`src/rtl/burst_ram_arbiter.sv`:
```
// Two-requester round-robin arbiter in front of a burst RAM: one 64-bit burst of BURST_COUNT beats at a time.
// Optional grant statistics counters are enabled by defining BURST_RAM_ARBITER_STATS_EN.
module burst_ram_arbiter #(
    parameter int DEPTH_BITWIDTH = 4,
    parameter int BURST_COUNT    = 4
) (
    input  logic                      clk,
    input  logic                      rst_n,
    input  logic                      a_cmd,
    input  logic                      a_cmd_en,
    input  logic [DEPTH_BITWIDTH-1:0] a_addr,
    input  logic [63:0]               a_wr_data,
    input  logic [7:0]                a_data_mask,
    output logic [63:0]               a_rd_data,
    output logic                      a_rd_data_valid,
    output logic                      a_busy,
    input  logic                      b_cmd,
    input  logic                      b_cmd_en,
    input  logic [DEPTH_BITWIDTH-1:0] b_addr,
    input  logic [63:0]               b_wr_data,
    input  logic [7:0]                b_data_mask,
    output logic [63:0]               b_rd_data,
    output logic                      b_rd_data_valid,
    output logic                      b_busy,
    output logic                      br_cmd,
    output logic                      br_cmd_en,
    output logic [DEPTH_BITWIDTH-1:0] br_addr,
    output logic [63:0]               br_wr_data,
    output logic [7:0]                br_data_mask,
    input  logic [63:0]               br_rd_data,
    input  logic                      br_rd_data_valid,
    input  logic                      br_busy
`ifdef BURST_RAM_ARBITER_STATS_EN
    ,
    output logic [31:0]               a_grants,
    output logic [31:0]               b_grants
`endif
);

    localparam int CNT_W = $clog2(BURST_COUNT) + 1;
    // The accept cycle carries write beat 0, so WRITE itself only sees BURST_COUNT-1 beats.
    localparam logic [CNT_W-1:0] LAST_WR_CNT = CNT_W'(BURST_COUNT - 2);
    localparam logic [CNT_W-1:0] LAST_RD_CNT = CNT_W'(BURST_COUNT - 1);

    typedef enum logic [1:0] {
        IDLE  = 2'd0,
        WRITE = 2'd1,
        READ  = 2'd2
    } state_t;

    state_t           state_r;
    state_t           state_nxt_s;
    logic [CNT_W-1:0] beat_cnt_r;
    logic [CNT_W-1:0] beat_cnt_nxt_s;
    logic             last_b_r;
    logic             last_b_nxt_s;
    logic             owner_b_r;
    logic             owner_b_nxt_s;
    logic             grant_a_s;
    logic             grant_b_s;
    logic             win_cmd_s;

    // State, beat counter, owner and round-robin history registers
    always_ff @(posedge clk) begin
        if (!rst_n) begin
            state_r    <= IDLE;
            beat_cnt_r <= '0;
            last_b_r   <= 1'b1;
            owner_b_r  <= 1'b0;
        end else begin
            state_r    <= state_nxt_s;
            beat_cnt_r <= beat_cnt_nxt_s;
            last_b_r   <= last_b_nxt_s;
            owner_b_r  <= owner_b_nxt_s;
        end
    end

    // Arbitration, next-state logic and RAM-side / read-valid routing
    always_comb begin
        state_nxt_s     = state_r;
        beat_cnt_nxt_s  = beat_cnt_r;
        last_b_nxt_s    = last_b_r;
        owner_b_nxt_s   = owner_b_r;
        grant_a_s       = 1'b0;
        grant_b_s       = 1'b0;
        win_cmd_s       = 1'b0;
        br_cmd          = 1'b0;
        br_cmd_en       = 1'b0;
        br_addr         = '0;
        br_wr_data      = 64'd0;
        br_data_mask    = 8'd0;
        a_rd_data_valid = 1'b0;
        b_rd_data_valid = 1'b0;
        case (state_r)
            IDLE: begin
                if (rst_n && !br_busy) begin
                    if (a_cmd_en && (!b_cmd_en || last_b_r)) begin
                        grant_a_s = 1'b1;
                    end else begin
                        grant_b_s = b_cmd_en;
                    end
                end else begin
                    grant_a_s = 1'b0;
                    grant_b_s = 1'b0;
                end
                if (grant_a_s || grant_b_s) begin
                    win_cmd_s      = grant_b_s ? b_cmd : a_cmd;
                    br_cmd_en      = 1'b1;
                    br_cmd         = win_cmd_s;
                    br_addr        = grant_b_s ? b_addr : a_addr;
                    br_wr_data     = grant_b_s ? b_wr_data : a_wr_data;
                    br_data_mask   = grant_b_s ? b_data_mask : a_data_mask;
                    owner_b_nxt_s  = grant_b_s;
                    last_b_nxt_s   = grant_b_s;
                    beat_cnt_nxt_s = '0;
                    state_nxt_s    = win_cmd_s ? WRITE : READ;
                end else begin
                    state_nxt_s = IDLE;
                end
            end
            WRITE: begin
                br_wr_data   = owner_b_r ? b_wr_data : a_wr_data;
                br_data_mask = owner_b_r ? b_data_mask : a_data_mask;
                if (beat_cnt_r == LAST_WR_CNT) begin
                    state_nxt_s    = IDLE;
                    beat_cnt_nxt_s = '0;
                end else begin
                    beat_cnt_nxt_s = beat_cnt_r + CNT_W'(1);
                end
            end
            READ: begin
                if (br_rd_data_valid) begin
                    a_rd_data_valid = rst_n && !owner_b_r;
                    b_rd_data_valid = rst_n && owner_b_r;
                    if (beat_cnt_r == LAST_RD_CNT) begin
                        state_nxt_s    = IDLE;
                        beat_cnt_nxt_s = '0;
                    end else begin
                        beat_cnt_nxt_s = beat_cnt_r + CNT_W'(1);
                    end
                end else begin
                    beat_cnt_nxt_s = beat_cnt_r;
                end
            end
            default: begin
                state_nxt_s    = IDLE;
                beat_cnt_nxt_s = '0;
            end
        endcase
    end

    assign a_busy    = !rst_n || (state_r != IDLE) || br_busy || grant_b_s;
    assign b_busy    = !rst_n || (state_r != IDLE) || br_busy || grant_a_s;
    assign a_rd_data = br_rd_data;
    assign b_rd_data = br_rd_data;

`ifdef BURST_RAM_ARBITER_STATS_EN
    // Per-requester accept counters, wrapping naturally at 2^32
    always_ff @(posedge clk) begin
        if (!rst_n) begin
            a_grants <= 32'd0;
            b_grants <= 32'd0;
        end else begin
            a_grants <= a_grants + (grant_a_s ? 32'd1 : 32'd0);
            b_grants <= b_grants + (grant_b_s ? 32'd1 : 32'd0);
        end
    end
`endif

endmodule

```
`config.mk`:
```
export PLATFORM = sky130hd
export DESIGN_NAME = burst_ram_arbiter
export DESIGN_NICKNAME = d
export VERILOG_FILES = /design/src/rtl/burst_ram_arbiter.sv
export SDC_FILE = /design/constraint.sdc
export NUM_CORES = 1
export LEC_CHECK = 0
export CORE_AREA = 2 2 171 173
export CTS_BUF_LIST = sky130_fd_sc_hd__clkbuf_8
export DETAILED_ROUTE_END_ITERATION = 10
export DIE_AREA = 0 0 173 175
export PLACE_DENSITY = 0.58
export SLEW_MARGIN = 5
export SYNTH_ARGS = -nofsm -noshare
export SYNTH_HDL_FRONTEND = slang
export SYNTH_SLANG_ARGS = --single-unit
```
`constraint.sdc`:
```
create_clock -name clk -period 1.5 [get_ports clk]
set_clock_uncertainty 0.2 [all_clocks]
set_input_delay 0.15 -clock clk [delete_from_list [all_inputs] [get_ports clk]]
set_output_delay 0.15 -clock clk [all_outputs]
set_load 0.01 [all_outputs]
```
# Word level (Yosys, flattened, before mapping)
# Index checks and enable logic that the tools add are counted.
[totals]
reg_bits = 7
latch_bits = 0
mem_bits_rw = 0
romBits = 0
input_bits = 224
out_inout_bits = 210
n_memories = 0
[classes]
n_addsub = 1
n_mul = 0
div_mod_pow = 0
magnitude_cmp = 0
eq_ne = 8
n_shift = 0
n_mux = 39
bitwise_logic = 0
reduce_logical = 19
[ops]
columns = ["op", "n"]
rows = [
  ["$mux W64", 3],
  ["$pmux W64 S2", 1],
  ["$mux W8", 3],
  ["$mux W1", 17],
  ["$pmux W8 S2", 1],
  ["$mux W3", 4],
  ["$mux W4", 3],
  ["$mux W2", 5],
  ["$pmux W3 S3", 1],
  ["$ne A2 B2 Y1 const B", 4],
  ["$eq A3 B2 Y1 const B", 2],
  ["$logic_or A1 B1 Y1", 6],
  ["$pmux W2 S3", 1],
  ["$logic_and A1 B1 Y1", 4],
  ["$logic_not A1 Y1", 4],
  ["$reduce_and A2 Y1", 2],
  ["$add A3 B1 Y3 const B", 1],
  ["$reduce_and A3 Y1", 1],
  ["$eq A2 B1 Y1 const B", 1],
  ["$eq A2 B2 Y1 const B", 1],
  ["$logic_not A2 Y1", 1],
  ["$reduce_bool A2 Y1", 1],
]

# Longest topological paths before layout
# Gate-level depths: netlist of the first run.
[logic_depth]
ltp_word = 10
ltp_mapped = 8
depth_no_buf = 6

# Worst setup path before layout of the first run
# Ideal clock, no wire load.
[synth_timing]
path_kind = "register to output"
from = "register state_r[0]"
to = "output br_wr_data[10]"
arrival_time_ns = 1.385
required_ns = 1.150
path_slack_ns = -0.235
stages_incl_launch_ff = 8
path_cell_list = "dfxtp_1 inv_1 ha_1 nand3b_2 nor2_4 dlymetal6s4s_1 nand2_1 nand2_1"
[synth_via]
elab_chain_cells = 2
word_cells_on_any_way = 3
classes_between = "1 x eq/ne; 1 x mux; 1 x reduce/logical"
[synth_rtl]
columns = ["item", "line", "source"]
rows = [
  ["start: declaration", "51", "state_t state_r;"],
  ["start signal: assignment", "71", "state_r <= state_nxt_s;"],
  ["$eq A2 B1 Y1 / $logic_not A2 Y1 (equally long branches)", "94", "case (state_r)"],
  ["$pmux W64 S2 *", "94", ""],
  ["end: declaration", "28", "output logic [63:0] br_wr_data,"],
]
# Mark *: on every way between the ends. The rest lies on a longest branch, timed or not.

# Worst setup path after layout of the first run
[layout_timing]
from = "register state_r[1]"
to = "output br_wr_data[30]"
# Same word-level chain as after synthesis.

==> results of run 1 <==
metal layers:
layer | part of all wire [%] | vias to the layer above | global-route usage (%)
met5 | 0 | - | 0
met4 | 2.8 | 0 | 3.14
met3 | 8.7 | 52 | 2.35
met2 | 47 | 223 | 18.0
met1 | 41 | 1946 | 12.5
li1 | - | 2028 | -
cell type report:
class | count | area share [%]
timing repair buffer | 323 | 50.0
multi-input combinational | 349 | 39.6
tap | 384 | 6.96
sequential | 7 | 2.14
clock buffer | 3 | 0.598
inverter | 11 | 0.598
clock inverter | 1 | 0.0544
kinds of logic after synthesis:
logic type | Yosys count | synth area share (%)
AND/OR/NAND/NOR | 178 | 19.9
buffers and inverters | 172 | 32.8
AO/OA/AOI/OAI | 90 | 18.4
multiplexers | 74 | 22.6
adder cells (fa/ha/maj) | 7 | 2.39
flip-flops | 7 | 3.82
metrics by stage:
stage               TNS [ns]  hold slack, ns  utilization [%]
CTS                   -55.52           0.100             23.0
global placement      -77.03           0.100             20.7
global route          -60.54           0.100             24.3
floorplan             -11.66          0.0818                -
detailed placement    -75.97           0.100             20.7
finish                -52.09           0.100             24.3
what timing repair did:
action                     in CTS  in global routing
pin swaps                      42                 36
buffers inserted               22                  9
setup endpoints to repair      89                 89
hold buffers                    0                  0
gates cloned                   12                  8
resized for setup             355                126
how the worst min path moves through the flow:
| stage | from | to | depth (start not counted) |
|---|---|---|---|
| finish | br_rd_data[35] | a_rd_data[35] | 0 |
| global route | br_rd_data[22] | b_rd_data[22] | 0 |
| CTS | br_rd_data[0] | a_rd_data[0] | 0 |
| detailed placement | br_rd_data[0] | a_rd_data[0] | 0 |
| global placement | br_rd_data[0] | a_rd_data[0] | 0 |
| floorplan | rst_n | state_r[1]$_SDFFE_PN0P_ | 2 |
worst max-delay path, cell delays in order, from the launching register on:
cell and delay [ns]:
dfxtp_2 0.32, inv_2 0.07, ha_4 0.15, nand3b_4 0.10
nor3b_4 0.19, buf_6 0.13, buf_6 0.12, clkbuf_16 0.17
a22oi_1 0.09, nand2_1 0.08, clkdlybuf4s15_2 0.22
report_power, final:
part,switching (mW),internal [mW]
combinational,0.646,1.02
clock,0.0884,0.178
sequential,0.00670,0.192
cells in the mapped netlist, types with 4 or more instances:
library cell | instances | area share [%]
mux2_2 | 71 | 22
nand2_1 | 151 | 15
nor2_1 | 9 | 0.92
buf_2 | 11 | 1.5
a22oi_1 | 76 | 16
dfxtp_1 | 7 | 3.8
ha_1 | 7 | 2.4
buf_6 | 6 | 1.8
inv_1 | 10 | 1.0
nand2b_1 | 4 | 0.68
clkbuf_1 | 13 | 1.3
buf_4 | 130 | 27
sequential cells by signal, indices dropped and copies added, names as in the netlist:
| signal | flops |
|---|---|
| state_r | 2 |
| owner_b_r | 1 |
| beat_cnt_r | 3 |
| last_b_r | 1 |
==> key figures, run 1 <==
Power and ir drop
  – Leak Pwr: 2.91 nW
  – Cell Pwr Density: 309 nW/um^2
  – Tot Pwr: 2.13 mW
  – Peak supply drop: 0.217 mV

Finish
  – Final instance area: 6910 um^2
  – Share of layout cells above drive strength 1: 47.6%
  – Most frequent cells in the layout: 157 x clkdlybuf4s50_1, 118 x nand2_1, 71 x mux2_2, 50 x a22oi_1, 47 x buf_2
  – Commonest non-fill, non-tap cell in the layout: clkdlybuf4s50_1
  – Layout fillers: 3111
  – Footprint of the multi-input gates: 2740 um^2
  – Post-route insts no fill: 1078
  – Seq. cell area: 148 um^2
  – Area grow syn2layout: 88.4%
  – Final #Nets: 926
  – Antenna diodes: 0

Clocking
  – CTS buffer count: 3
  – Latest clock arrival within the worst-skew pair: 0.23 ns
  – Clock Tree Buf Depth: 2
  – CTS tree: yes
  – Root Driver: clkbuf_8
  – Clk slew on worst S/H paths: 0.04 ns
  – Clk sinks: 7
  – H-tree depth: 1

Logic synthesis
  – Yosys cell types: 35
  – Syn avg cell area: 6.94 um^2
  – Post-synth ARST share: 0%
  – Cells after Synth: 528
  – Post-synthesis instance area: 3660 um^2
  – Synth warnings: 0
  – Post-synthesis sequential area ratio: 3.82%
  – Mapped Nets: 759
  – Synthesized flop and latch total: 7
  – Post-synth EDFFs: 0
  – Top_reg_cell synth: dfxtp_1

GRT
  – Initial antenna violation count: 0
  – Largest net degree at the start of global routing: 34
  – GRT Overall Usage: 10.3%
  – Number of global-route vias before repair: 4050
  – First-pass GRT wire length: 24400 um
  – Grt total ovfl: 0

STA
  – Setup Viol. Count Final: 89
  – Period utilization: 148%
  – Post-route minimum period: 2.22 ns
  – Final Max Slew Viols: 0
  – Setup ws final: -0.719 ns
  – Unrepaired setup endpoints after global routing: yes
  – Tightest Pin Transition: 0.268 ns
  – Max frequency: 0.451 GHz
  – Slew HR: 82.0%
  – Final Hold Viols: 0

Placed design
  – Setup WS pre-CTS: -0.980 ns
  – Placed cell area: 5880 um^2
  – Port buffer count: 241
  – GP Congestion: 0.733
  – DP HPWL: 10700 um
  – Dpl cells: 1033

Floorplanning
  – Initial core utilization: 12.9%
  – Num rows: 62
  – Die X: 173 um
  – Die extent in y: 175 um
  – Ports: 434
  – Die footprint: 30300 um^2
  – Core area: 28400 um^2

Critical path
  – Worst R2R End: owner_b_r$_SDFFE_PN0P_
  – Worst Setup SP: state_r[1]$_SDFFE_PN0P_
  – Setup CP Type: register to primary output
  – R2R depth: 11
  – Startpoint type of the worst setup path: register
  – Worst Setup EP: br_wr_data[30]
  – CP Capture Type: primary output
  – FF-to-FF Start: state_r[1]$_SDFFE_PN0P_
  – Worst EP required: 1.15 ns
  – Crit-path max FO: 8
  – R2r setup slk: -0.32 ns
  – Data arrival, critical path: 1.87 ns

Route
  – Drt drc: 0
  – Total wire length: 17800 um
  – Pre-antenna DRT Iters: 4
  – DR WL/cell: 16.5 um
  – DRT iter0 DRCs: 141
  – DR vias: 4249
  – Vias per Instance: 3.94
  – Routed Antenna Nets: 0

Status
  – Violated checks: setup timing
  – Outcome: finished, violations left

Worst hold path
  – HP Class: input port to primary output

Job
  – Total of max-cap violations: 0
(Power assumes the default switching activity.)
==> run 2: changes to the inputs <==
--- a/config.mk
+++ b/config.mk
@@ -6,7 +6,7 @@
 export NUM_CORES = 1
 export LEC_CHECK = 0
 export CORE_AREA = 2 2 171 173
-export CTS_BUF_LIST = sky130_fd_sc_hd__clkbuf_8
+export CTS_CLUSTER_DIAMETER = 100
 export DETAILED_ROUTE_END_ITERATION = 10
 export DIE_AREA = 0 0 173 175
 export PLACE_DENSITY = 0.58
==> run 2 against run 1 <==
Effect of this change:
- the run still ends with setup timing left
- non-clock buffer count rose by 1
- via count did not move
- flip-flop and latch count did not move
- fmax fell by 0.73%
- core utilization fell by 0.26 points
- critical endpoint is now br_wr_data[33]
- worst hold slack did not move
- first-iteration DRC count rose by 19%
- sequential share of layout area barely moved
- register-to-register slack got worse by 0.06 ns
- global-route usage barely moved
- die area did not move
- largest power group unchanged
- critical path depth rose by 2
==> key figures, run 2 (synthesis gave the netlist of run 1 again) <==
STA
  – Final Hold Viols: 0
  – Max frequency: 0.447 GHz
  – Setup ws final: -0.736 ns
  – Final Max Slew Viols: 0
  – Slew HR: 81.2%
  – Setup Viol. Count Final: 89
  – Unrepaired setup endpoints after global routing: yes
  – Post-route minimum period: 2.24 ns
  – Tightest Pin Transition: 0.282 ns
  – Period utilization: 149%
  – Final hold slack: 0.100 ns

Clocking
  – CTS tree: yes
  – Latest clock arrival within the worst-skew pair: 0.23 ns
  – Clock Tree Buf Depth: 2
  – Root Driver: clkbuf_16
  – Clk slew on worst S/H paths: 0.04 ns
  – CTS buffer count: 3
  – H-tree depth: 1
  – Clk sinks: 7

Critical path
  – FF-to-FF Start: state_r[1]$_SDFFE_PN0P_
  – Setup CP Type: register to primary output
  – R2r setup slk: -0.38 ns
  – Worst R2R End: state_r[0]$_SDFFE_PN0P_
  – Startpoint type of the worst setup path: register
  – Crit-path max FO: 7
  – Worst EP required: 1.15 ns
  – R2R depth: 9
  – CP Capture Type: primary output
  – Data arrival, critical path: 1.89 ns

Route
  – DR vias: 4249
  – Total wire length: 17700 um
  – Drt drc: 0
  – Pre-antenna DRT Iters: 4
  – Routed Antenna Nets: 0
  – Vias per Instance: 3.94
  – DRT iter0 DRCs: 168
  – DR WL/cell: 16.4 um

Power and ir drop
  – Tot Pwr: 2.28 mW
  – Cell Pwr Density: 333 nW/um^2
  – Peak supply drop: 0.285 mV
  – Leak Pwr: 2.93 nW

Placed design
  – Placed cell area: 5880 um^2
  – GP Congestion: 0.733
  – DP HPWL: 10700 um
  – Port buffer count: 241
  – Setup WS pre-CTS: -0.980 ns

Finish
  – Area grow syn2layout: 86.4%
  – Most frequent cells in the layout: 157 x clkdlybuf4s50_1, 112 x nand2_1, 71 x mux2_2, 61 x buf_2, 50 x a22oi_1
  – Commonest non-fill, non-tap cell in the layout: clkdlybuf4s50_1
  – Final instance area: 6830 um^2
  – Antenna diodes: 0
  – Share of layout cells above drive strength 1: 47.9%
  – Final #Nets: 927
  – Max reg flops: 3
  – Reg with most FFs: beat_cnt_r
  – Regs by FF count: beat_cnt_r (3), state_r (2)
  – Layout fillers: 3137

Worst hold path
  – HP Class: input port to primary output
  – Hold path endpoint: a_rd_data[35]
  – Hold path depth: 0
  – HP Start: br_rd_data[35]

GRT
  – Number of global-route vias before repair: 4089
  – GRT Overall Usage: 10.3%
  – Grt total ovfl: 0
  – Initial antenna violation count: 0
  – First-pass GRT wire length: 24400 um
  – Largest net degree at the start of global routing: 39

Job
  – Total of max-cap violations: 0

Floorplanning
  – Die footprint: 30300 um^2
  – Num rows: 62
  – Ports: 434
  – Die X: 173 um
  – Die extent in y: 175 um
  – Initial core utilization: 12.9%
  – Core area: 28400 um^2

Status
  – Outcome: finished, violations left
  – Violated checks: setup timing
==> run 2: cell count changes in the layout (fill, tap and decap cells not counted), moves of 4 or more <==
cell	before	now
buf_2	47	61
buf_4	33	38
buf_6	32	27
clkdlybuf4s15_2	13	2
nand2_1	118	112
nor2_1	2	6
==> run 2: cell type report <==
cell class	count	area (um^2)	share of cell area, %
Clock buffer	4	78.8	1.15
Inverter	11	41.3	0.604
Multi-Input combinational cell	349	2720	39.9
Sequential cell	7	148	2.16
Tap cell	384	480	7.03
Timing Repair Buffer	324	3360	49.2
==> run 2: how the worst max path moves through the flow <==
stage / cells after the start / start / end
CTS: 12 / state_r[0]$_SDFFE_PN0P_ / br_data_mask[5]
global route: 12 / state_r[1]$_SDFFE_PN0P_ / br_wr_data[33]
global placement: 7 / rst_n / br_data_mask[0]
finish: 12 / state_r[1]$_SDFFE_PN0P_ / br_wr_data[33]
floorplan: 8 / state_r[1]$_SDFFE_PN0P_ / br_data_mask[0]
detailed placement: 8 / rst_n / br_wr_data[23]
==> run 2: what timing repair did <==
item,in CTS,in global routing
resized for setup,350,134
cloned,12,7
setup buffers,25,10
hold buffers,0,0
pin swaps,40,50
setup endpoints to repair,89,89
==> run 2: worst max-delay path, cell delays in order (launching register included) <==
cell	delay (ns)
dfxtp_2	0.31
inv_2	0.07
ha_4	0.15
nand3b_4	0.10
buf_8	0.14
nor2_4	0.14
buf_12	0.13
buf_16	0.16
buf_16	0.14
buf_6	0.09
nand2_2	0.04
nand2_1	0.05
buf_2	0.13
==> run 2: power breakdown <==
group	internal, mW	total (mW)	switching, mW
sequential	0.192	0.197	0.00485
clock	0.354	0.462	0.108
combinational	0.982	1.62	0.635
==> run 2: metal layers <==
layer / track usage [%] / wire length [um]
met1: 12.3 / 7420
met5: 0 / 0
met3: 2.46 / 1370
met2: 17.8 / 8380
met4: 3.78 / 551
==> run 2: per-stage QoR <==
stage	util [%]	TNS, ns	std cells
2_1_floorplan	-	-11.66	528
3_3_place_gp	20.7	-77.03	1033
3_5_place_dp	20.7	-75.97	1033
4_1_cts	23.2	-55.09	1071
5_1_grt	24.1	-60.03	1079
6_report	24.1	-51.93	1079
